## src/rtl/seq_mult_pkg.sv

```systemverilog
// Shared constants, FSM encoding and magnitude helper for the 8x8 sequential multiplier.
// Latency: n/a (declarations only).
// Backpressure: n/a.
package seq_mult_pkg;

    localparam int OPW  = 8;
    localparam int PW   = 16;
    localparam int CNTW = 3;

    typedef enum logic [1:0] {
        ST_IDLE = 2'd0,
        ST_CALC = 2'd1,
        ST_NEG  = 2'd2,
        ST_DONE = 2'd3
    } state_t;

    // Two's complement magnitude; 8'h80 maps to 8'h80, read as unsigned 128.
    function automatic logic [OPW-1:0] mag(input logic [OPW-1:0] v);
        return v[OPW-1] ? (~v + OPW'(1)) : v;
    endfunction

endpackage

```

## src/rtl/seq_mult_8_if.sv

```systemverilog
// Operand/result handshake bundle for seq_mult_8.
// Latency: none (wires only).
// Backpressure: in_ready/out_ready carried here; the multiplier owns the responses.
interface seq_mult_8_if;
    import seq_mult_pkg::*;

    logic            in_valid;
    logic            in_ready;
    logic [OPW-1:0]  a;
    logic [OPW-1:0]  b;
    logic            sgn;
    logic            out_valid;
    logic            out_ready;
    logic [PW-1:0]   product;
    logic            busy;

    modport master (
        output in_valid, a, b, sgn, out_ready,
        input  in_ready, out_valid, product, busy
    );

    modport slave (
        input  in_valid, a, b, sgn, out_ready,
        output in_ready, out_valid, product, busy
    );

endinterface

```

## src/rtl/csa_8.sv

```systemverilog
// 8-bit carry-select adder: ripple low nibble, upper nibble precomputed for both carries.
// Latency: combinational.
// Backpressure: none.
module csa_8 (
    input  logic [7:0] a,
    input  logic [7:0] b,
    input  logic       cin,
    output logic [7:0] sum,
    output logic       cout
);

    logic [4:0] lo_s;
    logic [4:0] hi_c0;
    logic [4:0] hi_c1;

    assign lo_s  = {1'b0, a[3:0]} + {1'b0, b[3:0]} + {4'b0, cin};
    assign hi_c0 = {1'b0, a[7:4]} + {1'b0, b[7:4]};
    assign hi_c1 = {1'b0, a[7:4]} + {1'b0, b[7:4]} + 5'd1;

    // The low-nibble carry selects which precomputed upper half is used.
    assign sum  = {(lo_s[4] ? hi_c1[3:0] : hi_c0[3:0]), lo_s[3:0]};
    assign cout = lo_s[4] ? hi_c1[4] : hi_c0[4];

endmodule

```

## src/rtl/seq_mult_8.sv

```systemverilog
// Shift-and-add 8x8->16 multiplier around one csa_8; SEQ_MULT_SIGNED_EN adds two's complement via a NEG step.
// Latency: 9 cycles accept-to-out_valid (10 with SEQ_MULT_SIGNED_EN); one operation in flight at a time.
// Backpressure: in_ready only in IDLE; result held stable in DONE until out_ready.
module seq_mult_8
    import seq_mult_pkg::*;
(
    input  logic         clk,
    input  logic         rst_n,
    seq_mult_8_if.slave  bus
);

    state_t            state_q, state_d;
    logic [CNTW-1:0]   cnt_q, cnt_d;
    logic [OPW-1:0]    mcand_q, mcand_d;
    logic [PW:0]       acc_q, acc_d;       // {carry, hi, lo}
    logic [OPW-1:0]    add_b;
    logic [OPW-1:0]    add_s;
    logic              add_c;
    logic [OPW-1:0]    load_mcand;
    logic [OPW-1:0]    load_lo;

`ifdef SEQ_MULT_SIGNED_EN
    logic              neg_q, neg_d;
    logic              load_neg;

    assign load_mcand = bus.sgn ? mag(bus.a) : bus.a;
    assign load_lo    = bus.sgn ? mag(bus.b) : bus.b;
    assign load_neg   = bus.sgn & (bus.a[OPW-1] ^ bus.b[OPW-1]);
`else
    logic              unused_sgn;

    assign unused_sgn = bus.sgn;
    assign load_mcand = bus.a;
    assign load_lo    = bus.b;
`endif

    // The only arithmetic in the loop: hi plus the gated multiplicand, no carry in.
    assign add_b = acc_q[0] ? mcand_q : '0;

    csa_8 u_csa (
        .a    (acc_q[PW-1:OPW]),
        .b    (add_b),
        .cin  (1'b0),
        .sum  (add_s),
        .cout (add_c)
    );

    // Next-state and datapath update for the control FSM.
    always_comb begin
        state_d = state_q;
        cnt_d   = cnt_q;
        mcand_d = mcand_q;
        acc_d   = acc_q;
`ifdef SEQ_MULT_SIGNED_EN
        neg_d   = neg_q;
`endif
        case (state_q)
            ST_IDLE: begin
                if (bus.in_valid) begin
                    state_d = ST_CALC;
                    cnt_d   = '0;
                    mcand_d = load_mcand;
                    acc_d   = {{(PW + 1 - OPW){1'b0}}, load_lo};
`ifdef SEQ_MULT_SIGNED_EN
                    neg_d   = load_neg;
`endif
                end
            end
            ST_CALC: begin
                // {0, c, s, lo} >> 1: the adder carry lands in bit 15, bit 16 clears.
                acc_d = {1'b0, add_c, add_s, acc_q[OPW-1:1]};
                cnt_d = cnt_q + CNTW'(1);
                if (cnt_q == CNTW'(OPW - 1)) begin
`ifdef SEQ_MULT_SIGNED_EN
                    state_d = ST_NEG;
`else
                    state_d = ST_DONE;
`endif
                end
            end
`ifdef SEQ_MULT_SIGNED_EN
            ST_NEG: begin
                if (neg_q) begin
                    acc_d[PW-1:0] = ~acc_q[PW-1:0] + PW'(1);
                end
                state_d = ST_DONE;
            end
`endif
            ST_DONE: begin
                if (bus.out_ready) begin
                    state_d = ST_IDLE;
                end
            end
            default: begin
                state_d = ST_IDLE;
            end
        endcase
    end

    // State and datapath registers; reset drops any partial result.
    always_ff @(posedge clk or negedge rst_n) begin
        if (!rst_n) begin
            state_q <= ST_IDLE;
            cnt_q   <= '0;
            mcand_q <= '0;
            acc_q   <= '0;
`ifdef SEQ_MULT_SIGNED_EN
            neg_q   <= 1'b0;
`endif
        end else begin
            state_q <= state_d;
            cnt_q   <= cnt_d;
            mcand_q <= mcand_d;
            acc_q   <= acc_d;
`ifdef SEQ_MULT_SIGNED_EN
            neg_q   <= neg_d;
`endif
        end
    end

    assign bus.in_ready  = (state_q == ST_IDLE);
    assign bus.out_valid = (state_q == ST_DONE);
    assign bus.busy      = (state_q != ST_IDLE);
    assign bus.product   = acc_q[PW-1:0];

endmodule

```

## src/flat_wrapper.sv

```systemverilog
// flat-port wrapper written by rule: the top's interface ports become plain ports
module seq_mult_8_flat import seq_mult_pkg::*;
  (clk, rst_n, bus_in_valid, bus_a, bus_b, bus_sgn, bus_out_ready, bus_in_ready, bus_out_valid, bus_product, bus_busy);
  seq_mult_8_if bus_i ();
  input  logic clk;
  input  logic rst_n;
  input wire logic [$bits(bus_i.in_valid)-1:0] bus_in_valid;
  input wire logic [$bits(bus_i.a)-1:0] bus_a;
  input wire logic [$bits(bus_i.b)-1:0] bus_b;
  input wire logic [$bits(bus_i.sgn)-1:0] bus_sgn;
  input wire logic [$bits(bus_i.out_ready)-1:0] bus_out_ready;
  output wire logic [$bits(bus_i.in_ready)-1:0] bus_in_ready;
  output wire logic [$bits(bus_i.out_valid)-1:0] bus_out_valid;
  output wire logic [$bits(bus_i.product)-1:0] bus_product;
  output wire logic [$bits(bus_i.busy)-1:0] bus_busy;
  assign bus_i.in_valid = bus_in_valid;
  assign bus_i.a = bus_a;
  assign bus_i.b = bus_b;
  assign bus_i.sgn = bus_sgn;
  assign bus_i.out_ready = bus_out_ready;
  assign bus_in_ready = bus_i.in_ready;
  assign bus_out_valid = bus_i.out_valid;
  assign bus_product = bus_i.product;
  assign bus_busy = bus_i.busy;
  seq_mult_8 u_core (.clk(clk), .rst_n(rst_n), .bus(bus_i));
endmodule
```

## config.mk

```make
export PLATFORM = sky130hd
export DESIGN_NAME = seq_mult_8_flat
export DESIGN_NICKNAME = d
export VERILOG_FILES = /design/src/rtl/seq_mult_pkg.sv /design/src/rtl/seq_mult_8_if.sv /design/src/rtl/csa_8.sv /design/src/rtl/seq_mult_8.sv /design/src/flat_wrapper.sv
export SDC_FILE = /design/constraint.sdc
export NUM_CORES = 1
export LEC_CHECK = 0
export ABC_AREA = 1
export CAP_MARGIN = 40
export CORE_UTILIZATION = 25
export CTS_BUF_LIST = sky130_fd_sc_hd__clkbuf_8 sky130_fd_sc_hd__clkbuf_16
export DETAILED_ROUTE_END_ITERATION = 12
export SYNTH_ARGS = -nofsm -noshare
export SYNTH_HDL_FRONTEND = slang
export SYNTH_SLANG_ARGS = --single-unit
```

## constraint.sdc

```tcl
create_clock -name clk -period 4.62 [get_ports clk]
set_input_delay 0.693 -clock clk [delete_from_list [all_inputs] [get_ports clk]]
set_output_delay 0.693 -clock clk [all_outputs]
set_load 0.1 [all_outputs]
```

======== Word level (Yosys, flattened, before mapping) ========
Cells that the tools add are included.
storage, ports and cells
  output and inout bits ................... 19
  word-level logic and storage cells ...... 31
  bits in registers ....................... 29
  input bits .............................. 21
operators by class
  reductions and logical operators ........ 6
  muxes and demuxes ....................... 11
  equal/unequal tests ..................... 6
  add/sub/neg operators ................... 4
operator list
  kind                                                                    number
  16-bit one-hot mux with 2 select lines                                  1
  16-bit two-way mux                                                      1
  4-bit by 4-bit adder with 5-bit output                                  2
  8-bit two-way mux                                                       1
  2-bit two-way mux                                                       3
  2-bit one-hot mux with 3 select lines                                   1
  3-bit one-hot mux with 2 select lines                                   1
  5-bit by 1-bit adder with 5-bit output (second input constant)          1
  4-bit two-way mux                                                       1
  2-bit != test (second input constant)                                   2
  2-bit AND reduction                                                     2
  2-bit nonzero test                                                      2
  3-bit by 1-bit adder with 3-bit output (second input constant)          1
  3-bit equality test (second input constant)                             1
  3-bit two-way mux                                                       1
  3-bit AND reduction                                                     1
  2-bit by 1-bit equality test with 1-bit output (second input constant)  1
  2-bit equality test (second input constant)                             1
  2-bit zero test                                                         1
  2-bit by 1-bit != test with 1-bit output (second input constant)        1
  1-bit two-way mux                                                       1

======== Depth between registers and ports, before layout ========
  depth in word-level cells ............... 5
  mapped depth ............................ 15
  depth with buffers taken out ............ 14

======== Modules after synthesis ========
A second synthesis with hierarchy kept.
unflattened totals
  cell total of the unflattened synthesis .. 234
  area total of the unflattened synthesis .. 1770.4 um2
by module, submodules not included
  module      cells an instance  instances  area each (um2)
  seq_mult_8  177                1          1376.3
  csa_8       57                 1          394.1

======== Worst setup path after synthesis ========
No wires, ideal clock.
  path kind ............................... flip-flop to flip-flop
  from .................................... reg u_core.acc_q[0]
  to ...................................... reg u_core.acc_q[15]
  buffers on the path ..................... 1
  arrival time ............................ 2609 ps
  cell stages (with the launch flop) ...... 14
  setup slack ............................. 1891 ps
  required time ........................... 4500 ps
  path through ............................ dfrtp_1 > clkbuf_1 > nand2_1 > inv_1 > ha_1 > inv_1 > fa_1 > inv_1 > ha_1 > nand3_1 > nor2_1 > nand3_1 > nand3_1 > nand2_1
between the ends
  longest elaborated chain between the ends .. 5
  elaborated cells between the ends (all ways) .. 6
  classes of those cells .................. add/sub (3); mux (3)
ends and longest elaborated chain
  item                                        RTL line                  text
  from (decl)                                 seq_mult_8.sv:15          logic [PW:0] acc_q, acc_d;
  from (signal assigned)                      seq_mult_8.sv:106         acc_q <= '0;
  from (signal assigned)                      seq_mult_8.sv:114         acc_q <= acc_d;
  8-bit two-way mux (*)                       seq_mult_8.sv:38          assign add_b = acc_q[0] ? mcand_q : '0;
  4-bit by 4-bit adder with 5-bit output      csa_8.sv:17, csa_8.sv:18
  5-bit by 1-bit adder with 5-bit output      csa_8.sv:18               assign hi_c1 = {1'b0, a[7:4]} + {1'b0, b[7:4]} + 5'd1;
  1-bit two-way mux (*)                       csa_8.sv:22               assign cout = lo_s[4] ? hi_c1[4] : hi_c0[4];
  16-bit one-hot mux with 2 select lines (*)  seq_mult_8.sv:57          case (state_q)
Mark *: on every way between the ends. The rest lies on a longest branch, timed or not.
A chain may end at the register's enable or synchronous reset.

======== Worst setup path in the final report ========
  from .................................... reg u_core.acc_q[0]
  to ...................................... out bus_product[0]
RTL lines
  item       RTL line            text
  to (decl)  flat_wrapper.sv:14  output wire logic [$bits(bus_i.product)-1:0] bus_product;
No word-level cell between the ends.

==> impl_metrics.yaml <==
global_route:
  antenna_found_initial: 0
  grtUsageTotal: 0.110
  grt_overflow: 0
  grt_pass1_wl_um: 6130
  grt_pass1_vias: 1346
  grt_max_degree: 30
yosys:
  ys.flop_type: "dfrtp_1"
  syn-cell-area_um2: 1700
  synth-async-reset-ratio: 1.00
  synth.avg_cell_area_um2: 8.69
  ys_seq_area_frac: 0.426
  ys_ff_latch: 29
  synth.distinct_cells: 29
  syn_inst: 196
  synth_edf_count: 0
  synth_nets: 230
  yosysWarnings: 0
worst_setup_path:
  rr_endpoint: "u_core.acc_q[15]"
  crit_type: "register to output port"
  r2r-start: "u_core.acc_q[0]"
  required_ns: 3.93
  end_kind: "output port"
  rr_worst_depth: 12
  r2r_slack_ns: 2.37
  cp_cell_sequence: "clkdlybuf4s50_1 > buf_8"
  critPathBufInv: 2
  cp.arrival_ns: 1.62
  cp_slowest_stage_delay_ns: 0.58
  cp-start-kind: "register"
  cp_max_fo: 10
  slowest_stage: "clkdlybuf4s50_1"
  cp_top_family: "buffers and inverters"
timing:
  timing.fmax_mhz: 433
  period_needed_ns: 2.31
  worstMarginPinSlew_ns: 0.731
  tns_ns: 0
  relSlewSlack: 0.513
  rsz0062_at_grt: "no"
  period_share: 0.500
  finalMaxSlewViolations: 0
  skew_ns: 0.00505
  setup_viol: 0
  finalHoldViolCount: 0
  final.setup.worst_slack_ns: 2.31
clock_network:
  clock_path_buffers: 2
  root_buffer: "clkbuf_8"
  cts_buffers: 5
  htree_levels: 2
  cts_setup_buffers: 0
  path_clk_slew_ns: 0.07
  cts_tree: "done"
  holdBufCountCts: 0
  worstSkewPairLatency_ns: 0.28
  numClockSinks: 29
  ctsResizeCount: 0
hold_path:
  hold_path.class: "register to register"
  min_path_cells: 1
  min_to: "u_core.cnt_q[0]"
  min_from: "u_core.cnt_q[0]"
finish:
  seq_area_um2: 726
  n_antenna_cell: 0
  syn_to_final_growth_pct: 47.4
  layout_common_cells: "nand2_1 (47), clkdlybuf4s50_1 (38), dfrtp_1 (29)"
  fin_nets: 289
  num-fill-cells: 649
  drive_gt1_frac: 0.176
  multi_input_area_um2: 832
  final_common_cell: "nand2_1"
route:
  ant_nets: 0
  totalWireLength_um: 3640
  route.detailed.drc: 8
  drt_first_pass_iters: 8
  vias_per_cell: 4.27
  vias: 1421
  wl_per_cell_um: 10.9
  drt_iter0_drc: 87
place:
  dp.final_hpwl_um: 2630
  place_congestion: 0.785
  port_buffers: 38
  place_ws_ns: 2.33
floorplanning:
  die_w_um: 84.6
  die-area_um2: 7150
  start_util: 0.264
  coreArea_um2: 6460
  rows: 29
  ios: 40
  die_y_um: 84.6
run_status:
  violations: "DRC"
  status: "complete, but fails checks"
flow_run:
  maxCapViolCount: 0
## per-stage QoR
step	utilization	cell area, um^2	hold WS (ns)	cells
3_3_place_gp	0.332	2140	0.465	306
3_5_place_dp	0.376	2430	0.481	325
4_1_cts	0.389	2510	0.491	333
6_report	0.389	2510	0.490	333
5_1_grt	0.389	2510	0.503	333
2_1_floorplan	-	1700	0.397	196
## metal layers
metal | global-route usage | part of all wire | up-vias
li1 | - | - | 745
met1 | 0.147 | 0.48 | 631
met2 | 0.169 | 0.45 | 39
met3 | 0.0324 | 0.056 | 6
met4 | 0.0416 | 0.012 | 0
met5 | 0 | 0 | -
## cells in the mapped netlist (3+ instances only)
cell type  count  share of area
o21ai_0        3         0.0088
o31ai_2        4          0.029
o21ai_1        5          0.015
nand3_1       11          0.032
a21oi_1        4          0.012
ha_1          11          0.081
inv_1         24          0.053
o31ai_1        4          0.018
nor2_1        23          0.051
nand2_1       47           0.10
dfrtp_1       29           0.43
mux2_2         8          0.053
## how the worst max path moves through the flow
stage | cells past startpoint | to | startpoint | slack (ns)
2_1_floorplan | 13 | u_core.acc_q[15] | u_core.acc_q[0] | 1.89
3_3_place_gp | 1 | bus_product[0] | u_core.acc_q[0] | 2.16
3_5_place_dp | 12 | u_core.acc_q[15] | u_core.acc_q[0] | 2.33
4_1_cts | 2 | bus_product[0] | u_core.acc_q[0] | 2.22
5_1_grt | 13 | u_core.acc_q[15] | u_core.acc_q[0] | 2.14
6_report | 2 | bus_product[0] | u_core.acc_q[0] | 2.31
## registers in the layout, summed over array words and instances (netlist names)
name            cells
u_core.acc_q       16
u_core.mcand_q      8
u_core.cnt_q        3
u_core.state_q      2
## final cells by class
cell class | instances | area share
clock inverters | 3 | 0.00548
multi-input cells | 135 | 0.331
flip-flops and latches | 29 | 0.289
well taps | 77 | 0.0383
inverters | 26 | 0.0408
repair buffers | 58 | 0.268
clock buffers | 5 | 0.0274
## cells by family after synthesis
group,synth area share
flip-flops,0.426
AND/OR/NAND/NOR,0.221
AO/OA/AOI/OAI,0.0999
multiplexers,0.0529
buffers and inverters,0.0859
adder cells (fa/ha/maj),0.104
XOR/XNOR,0.0103
Power is not shown: default switching activity piles up to over one toggle a cycle in this logic, so the estimate is an artifact.
